$ cat src/rtl/izh_neuron_array.sv
// Time-multiplexed Izhikevich neuron array: one shared fixed-point datapath
// steps every neuron once per tick, one neuron per clock.
module izh_neuron_array #(
   parameter int N        = 4,
   parameter int WIDTH    = 16,
   parameter int FRAC     = 7,
   parameter int DT_SHIFT = 0,
   parameter int K1       = 5,
   parameter int V_INIT   = -8320,
   parameter int A_INIT   = 3,
   parameter int B_INIT   = 26,
   parameter int C_INIT   = -8320,
   parameter int D_INIT   = 1024,
   parameter int TH_INIT  = 3840,
   localparam int SW      = (N > 1) ? $clog2(N) : 1
) (
   input  logic                      clk,
   input  logic                      reset_n,
   input  logic                      tick,
   input  logic [N*WIDTH-1:0]        current,
   input  logic                      cfg_we,
   input  logic [2:0]                cfg_addr,
   input  logic signed [WIDTH-1:0]   cfg_data,
   output logic                      busy,
   output logic                      step_done,
   output logic [N-1:0]              spikes,
   output logic                      overrun,
   input  logic [SW-1:0]             mon_sel,
   output logic signed [WIDTH-1:0]   mon_v,
   output logic signed [WIDTH-1:0]   mon_u
);

   localparam int IW = 2*WIDTH + 8;
   localparam logic signed [IW-1:0] K1_X   = IW'(K1);
   localparam logic signed [IW-1:0] FIVE_X = IW'(5);
   localparam logic signed [IW-1:0] C140_X = IW'(140) <<< FRAC;
   localparam logic signed [IW-1:0] MAX_X  = {{(IW-WIDTH+1){1'b0}}, {(WIDTH-1){1'b1}}};
   localparam logic signed [IW-1:0] MIN_X  = {{(IW-WIDTH+1){1'b1}}, {(WIDTH-1){1'b0}}};

   typedef enum logic [1:0] {S_IDLE, S_RUN, S_DONE} state_t;

   state_t                   state_reg;
   logic [SW-1:0]            idx_reg;
   logic                     busy_reg;
   logic                     step_done_reg;
   logic [N-1:0]             spikes_reg;
   logic                     overrun_reg;
   logic [N-1:0]             shadow_reg;
   logic [N-1:0]             shadow_next;
   logic [N*WIDTH-1:0]       cur_reg;

   logic signed [WIDTH-1:0]  v_mem [N];
   logic signed [WIDTH-1:0]  u_mem [N];
   logic signed [WIDTH-1:0]  cur_arr [N];

   logic signed [WIDTH-1:0]  a_reg, b_reg, c_reg, d_reg, th_reg;

   function automatic logic signed [WIDTH-1:0] sat(input logic signed [IW-1:0] x);
      if (x > MAX_X)
         return MAX_X[WIDTH-1:0];
      else if (x < MIN_X)
         return MIN_X[WIDTH-1:0];
      else
         return x[WIDTH-1:0];
   endfunction

   // Unpack the latched current bus so the datapath can index it by neuron.
   genvar gi;
   generate
      for (gi = 0; gi < N; gi++) begin : g_cur
         assign cur_arr[gi] = cur_reg[gi*WIDTH +: WIDTH];
      end
   endgenerate

   logic signed [IW-1:0]    v_x, u_x, i_x, a_x, b_x, d_x;
   logic signed [IW-1:0]    dv, bv, du;
   logic signed [WIDTH-1:0] v_new, u_new, u_spk, v_wr, u_wr;
   logic                    spike;

   always_comb begin
      v_x   = IW'(v_mem[idx_reg]);
      u_x   = IW'(u_mem[idx_reg]);
      i_x   = IW'(cur_arr[idx_reg]);
      a_x   = IW'(a_reg);
      b_x   = IW'(b_reg);
      d_x   = IW'(d_reg);
      dv    = ((K1_X * v_x * v_x) >>> (2*FRAC)) + (FIVE_X * v_x) + C140_X - u_x + i_x;
      v_new = sat(v_x + (dv >>> DT_SHIFT));
      bv    = (b_x * v_x) >>> FRAC;
      du    = (a_x * (bv - u_x)) >>> FRAC;
      u_new = sat(u_x + (du >>> DT_SHIFT));
      u_spk = sat(IW'(u_new) + d_x);
      spike = (v_new >= th_reg);
      v_wr  = spike ? c_reg : v_new;
      u_wr  = spike ? u_spk : u_new;
   end

   // Bits below idx were written earlier in this step; merge the current one.
   always_comb begin
      shadow_next          = shadow_reg;
      shadow_next[idx_reg] = spike;
   end

   always_ff @(posedge clk) begin
      if (!reset_n) begin
         state_reg     <= S_IDLE;
         idx_reg       <= '0;
         busy_reg      <= 1'b0;
         step_done_reg <= 1'b0;
         spikes_reg    <= '0;
         overrun_reg   <= 1'b0;
         shadow_reg    <= '0;
         cur_reg       <= '0;
         a_reg         <= WIDTH'(A_INIT);
         b_reg         <= WIDTH'(B_INIT);
         c_reg         <= WIDTH'(C_INIT);
         d_reg         <= WIDTH'(D_INIT);
         th_reg        <= WIDTH'(TH_INIT);
         for (int i = 0; i < N; i++) begin
            v_mem[i] <= WIDTH'(V_INIT);
            u_mem[i] <= '0;
         end
      end else begin
         step_done_reg <= 1'b0;
         if (cfg_we && !busy_reg) begin
            case (cfg_addr)
               3'd0:    a_reg  <= cfg_data;
               3'd1:    b_reg  <= cfg_data;
               3'd2:    c_reg  <= cfg_data;
               3'd3:    d_reg  <= cfg_data;
               3'd4:    th_reg <= cfg_data;
               default: ;
            endcase
         end
         case (state_reg)
            S_IDLE: begin
               if (tick) begin
                  cur_reg   <= current;
                  idx_reg   <= '0;
                  busy_reg  <= 1'b1;
                  state_reg <= S_RUN;
               end
            end
            S_RUN: begin
               v_mem[idx_reg] <= v_wr;
               u_mem[idx_reg] <= u_wr;
               shadow_reg     <= shadow_next;
               if (tick)
                  overrun_reg <= 1'b1;
               if (idx_reg == SW'(N-1)) begin
                  spikes_reg    <= shadow_next;
                  step_done_reg <= 1'b1;
                  state_reg     <= S_DONE;
               end else begin
                  idx_reg <= idx_reg + 1'b1;
               end
            end
            S_DONE: begin
               if (tick)
                  overrun_reg <= 1'b1;
               busy_reg  <= 1'b0;
               state_reg <= S_IDLE;
            end
            default: state_reg <= S_IDLE;
         endcase
      end
   end

   assign busy      = busy_reg;
   assign step_done = step_done_reg;
   assign spikes    = spikes_reg;
   assign overrun   = overrun_reg;
   assign mon_v     = v_mem[mon_sel];
   assign mon_u     = u_mem[mon_sel];

endmodule

$ cat config.mk
export PLATFORM = sky130hd
export DESIGN_NAME = izh_neuron_array
export DESIGN_NICKNAME = d
export VERILOG_FILES = /design/src/rtl/izh_neuron_array.sv
export SDC_FILE = /design/constraint.sdc
export NUM_CORES = 2
export LEC_CHECK = 0
export BUFFER_PORTS_ARGS = -buffer_cell sky130_fd_sc_hd__buf_4
export CAP_MARGIN = 20
export CORE_MARGIN = 1.5
export CORE_UTILIZATION = 45
export CTS_CLUSTER_DIAMETER = 50
export CTS_CLUSTER_SIZE = 20
export DETAILED_ROUTE_END_ITERATION = 12
export MAX_ROUTING_LAYER = met4
export PLACE_DENSITY = 0.58
export SKIP_LAST_GASP = 1
export SYNTH_ARGS = -nofsm -noshare
export SYNTH_HDL_FRONTEND = slang
export SYNTH_SLANG_ARGS = --single-unit
$ cat constraint.sdc
create_clock -name clk -period 52 [get_ports clk]
set_input_delay 2.6 -clock clk [delete_from_list [all_inputs] [get_ports clk]]
set_output_delay 2.6 -clock clk [all_outputs]
set_load 0.005 [all_outputs]
**Word level (Yosys, flattened, before mapping)**

Memory sizes are Yosys's and may differ from the RTL's. A register that Yosys moved wholly into a read port is not among the register bits.
Index checks and enable logic that the tools add are counted.

- Mux-type cells: 37
- Bitwise logic cells: 1
- Reduce and logical (&&, ||, !) cells: 22
- Multipliers: 4
- $lt $le $gt $ge: 10
- Equality and inequality tests: 10
- $add $sub $neg: 9

Operator list:

| operator | number |
|---|---|
| 16-bit 2-to-1 mux | 12 |
| 16-bit by 26-bit multiplier with 40-bit output | 1 |
| 20-bit by 16-bit multiplier with 36-bit output | 1 |
| 16-bit by 33-bit adder with 34-bit output | 1 |
| 34-bit by 16-bit > comparator with 1-bit output (second input constant) | 1 |
| 34-bit by 16-bit less-than comparator with 1-bit output (second input constant) | 1 |
| 16-bit binary-select mux with 2-bit select | 1 |
| 16-bit by 16-bit multiplier with 32-bit output | 1 |
| 16-bit OR reduction | 2 |
| 16-bit by 26-bit adder with 27-bit output | 1 |
| 27-bit by 16-bit > comparator with 1-bit output (second input constant) | 1 |
| 27-bit by 16-bit less-than comparator with 1-bit output (second input constant) | 1 |
| 25-bit by 16-bit adder with 26-bit output | 1 |
| 25-bit by 16-bit subtractor with 26-bit output | 1 |
| 24-bit by 16-bit subtractor with 25-bit output | 1 |
| 23-bit by 16-bit adder with 24-bit output (second input constant) | 1 |
| 22-bit by 20-bit adder with 23-bit output | 1 |
| 2-bit AND reduction | 11 |
| 4-bit by 16-bit multiplier with 20-bit output (first input constant) | 1 |
| 2-bit 2-to-1 mux | 10 |
| 16-bit by 16-bit adder with 17-bit output | 1 |
| 17-bit by 16-bit > comparator with 1-bit output (second input constant) | 1 |
| 17-bit by 16-bit less-than comparator with 1-bit output (second input constant) | 1 |
| 16-bit greater-or-equal comparator | 1 |
| other kinds (23) | 38 |

- Output and inout port bits: 39
- Memories kept: 2
- Bits in writable memories: 128
- Word-level logic and storage cells: 108
- Bits in registers: 159
- Input port bits: 89

Memory list:

| memory | words | width | read ports | clocked after Yosys merged registers in | wr ports | RTL line | source |
|---|---|---|---|---|---|---|---|
| u_mem | 4 | 16 | 2 | 1 | 4 | 53 | `logic signed [WIDTH-1:0] u_mem [N];` |
| v_mem | 4 | 16 | 2 | 1 | 4 | 52 | `logic signed [WIDTH-1:0] v_mem [N];` |

**Longest topological paths before layout**

- Depth in word-level cells: 13
- Gate-level depth with buffers: 92

**Worst setup path before layout**

Ideal clock, no wire load.

- Kind: register to register
- From: reg (tool-made name)
- To: mem u_mem[0][5] (data pin)
- Arrival time: 19145 ps
- Clock period less this slack: 19414 ps
- Path slack: 32586 ps
- Stages on the path, launching flop included: 82
- Path buffers: 7
- Path through: dfxtp_1 -> buf_2 -> buf_1 -> mux4_2 -> clkbuf_1 -> and2_1 -> fa_1 -> inv_1 -> fa_1 -> inv_1 -> fa_1 -> inv_1 -> fa_1 -> inv_1 -> fa_1 -> fa_1 -> ha_1 -> a21oi_1 -> [46 not listed] -> o21ai_4 -> buf_6 -> buf_6 -> nand2_1 -> nand2_1 -> ha_1 -> nor2b_1 -> o21ai_0 -> a21oi_1 -> o41ai_1 -> a21oi_1 -> o21ai_0 -> a21boi_0 -> o22ai_1 -> o21ai_1 -> clkbuf_1 -> a31oi_1 -> a21oi_1

RTL lines:

| item | RTL line |
|---|---|
| to (decl) | 53 |

==> summary.txt <==
Run status
  • Status: complete, no violations

Floorplanning
  • Std-Cell Rows: 128
  • I/O pin total: 128
  • Initial cell density of the core: 0.4549
  • DIE WIDTH: 354.2 µm
  • Total core area: 122000 µm²
  • Die Span Y: 354.2 µm
  • Floorplan die area: 125500 µm²

STA
  • Number of pins with negative max-slew slack in the final report: 0
  • Highest clock rate: 0.04399 GHz
  • Final critical-path required period: 22.73 ns
  • Layout Skew: 0.04570 ns
  • Count of endpoints failing hold in the final timing report: 0
  • Setup repair after global routing missed its margin: no
  • Transition time of the tightest slew-check pin: 1.238 ns
  • Worst-case headroom to the max-slew limit: 0.1689
  • Final TNS setup: 0 ns
  • Period Utilization, post-route: 0.4372
  • Finish-stage setup viols: 0

Worst setup path
  • Highest-delay cell along the critical path: xnor2_2
  • Nature of the critical path startpoint: flop
  • Maximum fanout count along the critical path: 54
  • Worst setup slack for register-to-register paths: 29.27 ns
  • Critical Path RT: 52.28 ns
  • Crit Reg-Reg Endpoint: u_mem[2][4]
  • Classification of the worst setup path: reg2reg
  • Worst EP arrival: 23.01 ns
  • Depth of the worst register-to-register path: 78
  • CP max stage delay: 0.85 ns
  • Worst Setup End Kind: flop
  • Crit-path most repeated cell: fa_1

Placement
  • Gp weighted congestion: 0.9193
  • Total of buffers placed on input and output ports: 127
  • DPL Wire Length: 129.9 mm
  • Placed Instances: 7760

Synth
  • Commonest cells post-synth: 1214 x inv_1, 1024 x fa_1, 937 x nand2_1, 437 x ha_1, 340 x and2_1
  • Average size of a mapped cell: 8.980 µm²
  • Cell with the most instances after synthesis: inv_1
  • Cell type contributing the most total cell area after synthesis: fa_1
  • Post-synthesis sequential area ratio: 0.1269
  • Fraction of synthesized cell area taken by the top area cell type: 0.3693
  • Post-synthesis net count: 7732
  • Count of state elements after synthesis: 288
  • Leading register cell type out of synthesis: dfxtp_1
  • Async S/R FF share, synth: 0
  • Area of the mapped netlist: 55510 µm²
  • Number of flops mapped to enable cells by yosys: 128
  • Largest cells by area after synthesis: fa_1 37%, ha_1 9.8%, inv_1 8.2%
  • Gate Count Post-Synth: 6182
  • Count of warnings emitted by yosys: 0
  • Synth unique cells: 78

Clock tree
  • Max Buffers Root-to-Sink: 3
  • Resized cells post-CTS: 0
  • Clock latency reported for the late side of the worst-skew pair: 0.63 ns
  • # hold bufs at CTS: 0
  • TritonCTS Buffers: 41
  • Post-CTS Setup Inserts: 0
  • Depth of the CTS H-tree: 2
  • Sink Count: 288
  • CTS tree: done
  • Clock transition time at the flip-flop clock pins of the worst setup and hold paths: 0.08 ns
  • Root buf cell: clkbuf_16

Global routing
  • Wire length of the first global-routing pass: 263.7 mm
  • Aggregate global-route resource usage: 0.2822
  • Pin count of the biggest net entering global routing: 72
  • Initial antenna violation count: 6
  • Overflow after GRT: 0
  • Number of global-route vias before repair: 45.05k

Finish
  • Layout fillers: 11.83k
  • Fraction of layout instances using a drive strength above 1: 0.06742
  • Net count, final: 7732
  • Cell Count, Final, Fillers Out: 7846
  • Area Overhead vs Synth: 7.803%
  • Register area: 7053 µm²
  • Multi-input gate area in the final layout: 43010 µm²
  • Finished Core Util: 0.4904

Route
  • Count of vias placed by the detailed router: 42.77k
  • Detail Route Antenna Nets: 0
  • Routed WL: 167.4 mm
  • Per-cell routed wire length: 21.34 µm
  • Routed via count divided by cell count: 5.451
  • Number of iterations in the first detailed-routing pass: 5
  • DR iter-0 viols: 3178
  • Remaining DRCs: 0

Hold path
  • Terminating pin of the worst hold path: cur_reg[53]
  • Worst min-delay path startpoint: cur_reg[53]
  • Cells on Worst Hold Path: 2
  • Type of the worst min-delay path: reg2reg

Flow run
  • Max-cap violations: 0
==> worst max path at each step <==
stage,depth (start not counted),slack [ns],startpoint,endpoint
6_report,78,29.27,flop,u_mem[2][4]
5_1_grt,79,27.39,flop,u_mem[2][4]
4_1_cts,75,29.37,flop,u_mem[2][4]
3_5_place_dp,75,29.50,flop,u_mem[2][4]
3_3_place_gp,78,29.95,flop,u_mem[3][4]
2_1_floorplan,81,32.59,flop,u_mem[0][5]
==> cell families after synthesis <==
family	count (synthesis)	synth area share
fa+ha+maj	1462	0.4680
mux	102	0.03521
compound gates	778	0.08619
flops	288	0.1269
buf+inv	1483	0.1007
xor+xnor	187	0.02975
simple gates	1882	0.1532
==> layout make-up <==
cell class / instances / area share
antenna: 6 / 0.0002509
clock buffer: 48 / 0.01792
clock inverter: 28 / 0.006795
inverter: 1220 / 0.07656
multi-input combinational: 4411 / 0.7187
sequential: 288 / 0.1179
tap: 1625 / 0.03398
timing repair buffer: 220 / 0.02797
==> routing by layer <==
layer  GRT usage  up-vias  share of wire
met4     0.09043        0          0.037
met5           -        -              0
met3     0.04098      247          0.072
met1      0.3732    21810           0.42
li1            -    19250              -
met2      0.4479     1454           0.47
==> critical path, delay by kind of cell, from the launching register on <==
kind,cells,cell delay [ns]
fa+ha+maj,17,7.67
compound gates,35,7.26
buf+inv,13,2.78
simple gates,9,2.54
xor+xnor,3,1.09
flops,1,0.67
mux,1,0.25
==> cell usage in the layout (no fill, tap or decap), drive strengths merged, types with 21 or more instances in the layout <==
master,synthesis,layout
o21a,45,45
buf,35,220
clkbuf,228,48
fa,1024,1024
nand3,41,41
a211oi,23,23
nor2b,40,40
nor2,317,317
mux2i,22,22
xnor2,135,135
a21o,73,73
o211ai,21,21
edfxtp,128,128
dfxtp,160,160
inv,1215,1226
and2,340,340
a21oi,335,335
nand2,937,937
xor2,51,51
ha,437,437
mux4,74,74
nand4,23,23
o21ai,141,141
nand2b,40,40
nor3,84,84
a31oi,23,23
==> through the flow <==
stage / area, µm² / hold slack (ns) / setup slack, ns
after CTS: 59780 / 0.4529 / 29.37
final: 59840 / 0.4524 / 29.27
after global routing: 59840 / 0.4640 / 27.39
after global placement: 58270 / 0.4393 / 29.95
after detailed placement: 58300 / 0.4447 / 29.50
after floorplan: 55510 / 0.4323 / 32.59
Power is not shown: default switching activity piles up to over one toggle a cycle in this logic, so the estimate is an artifact.
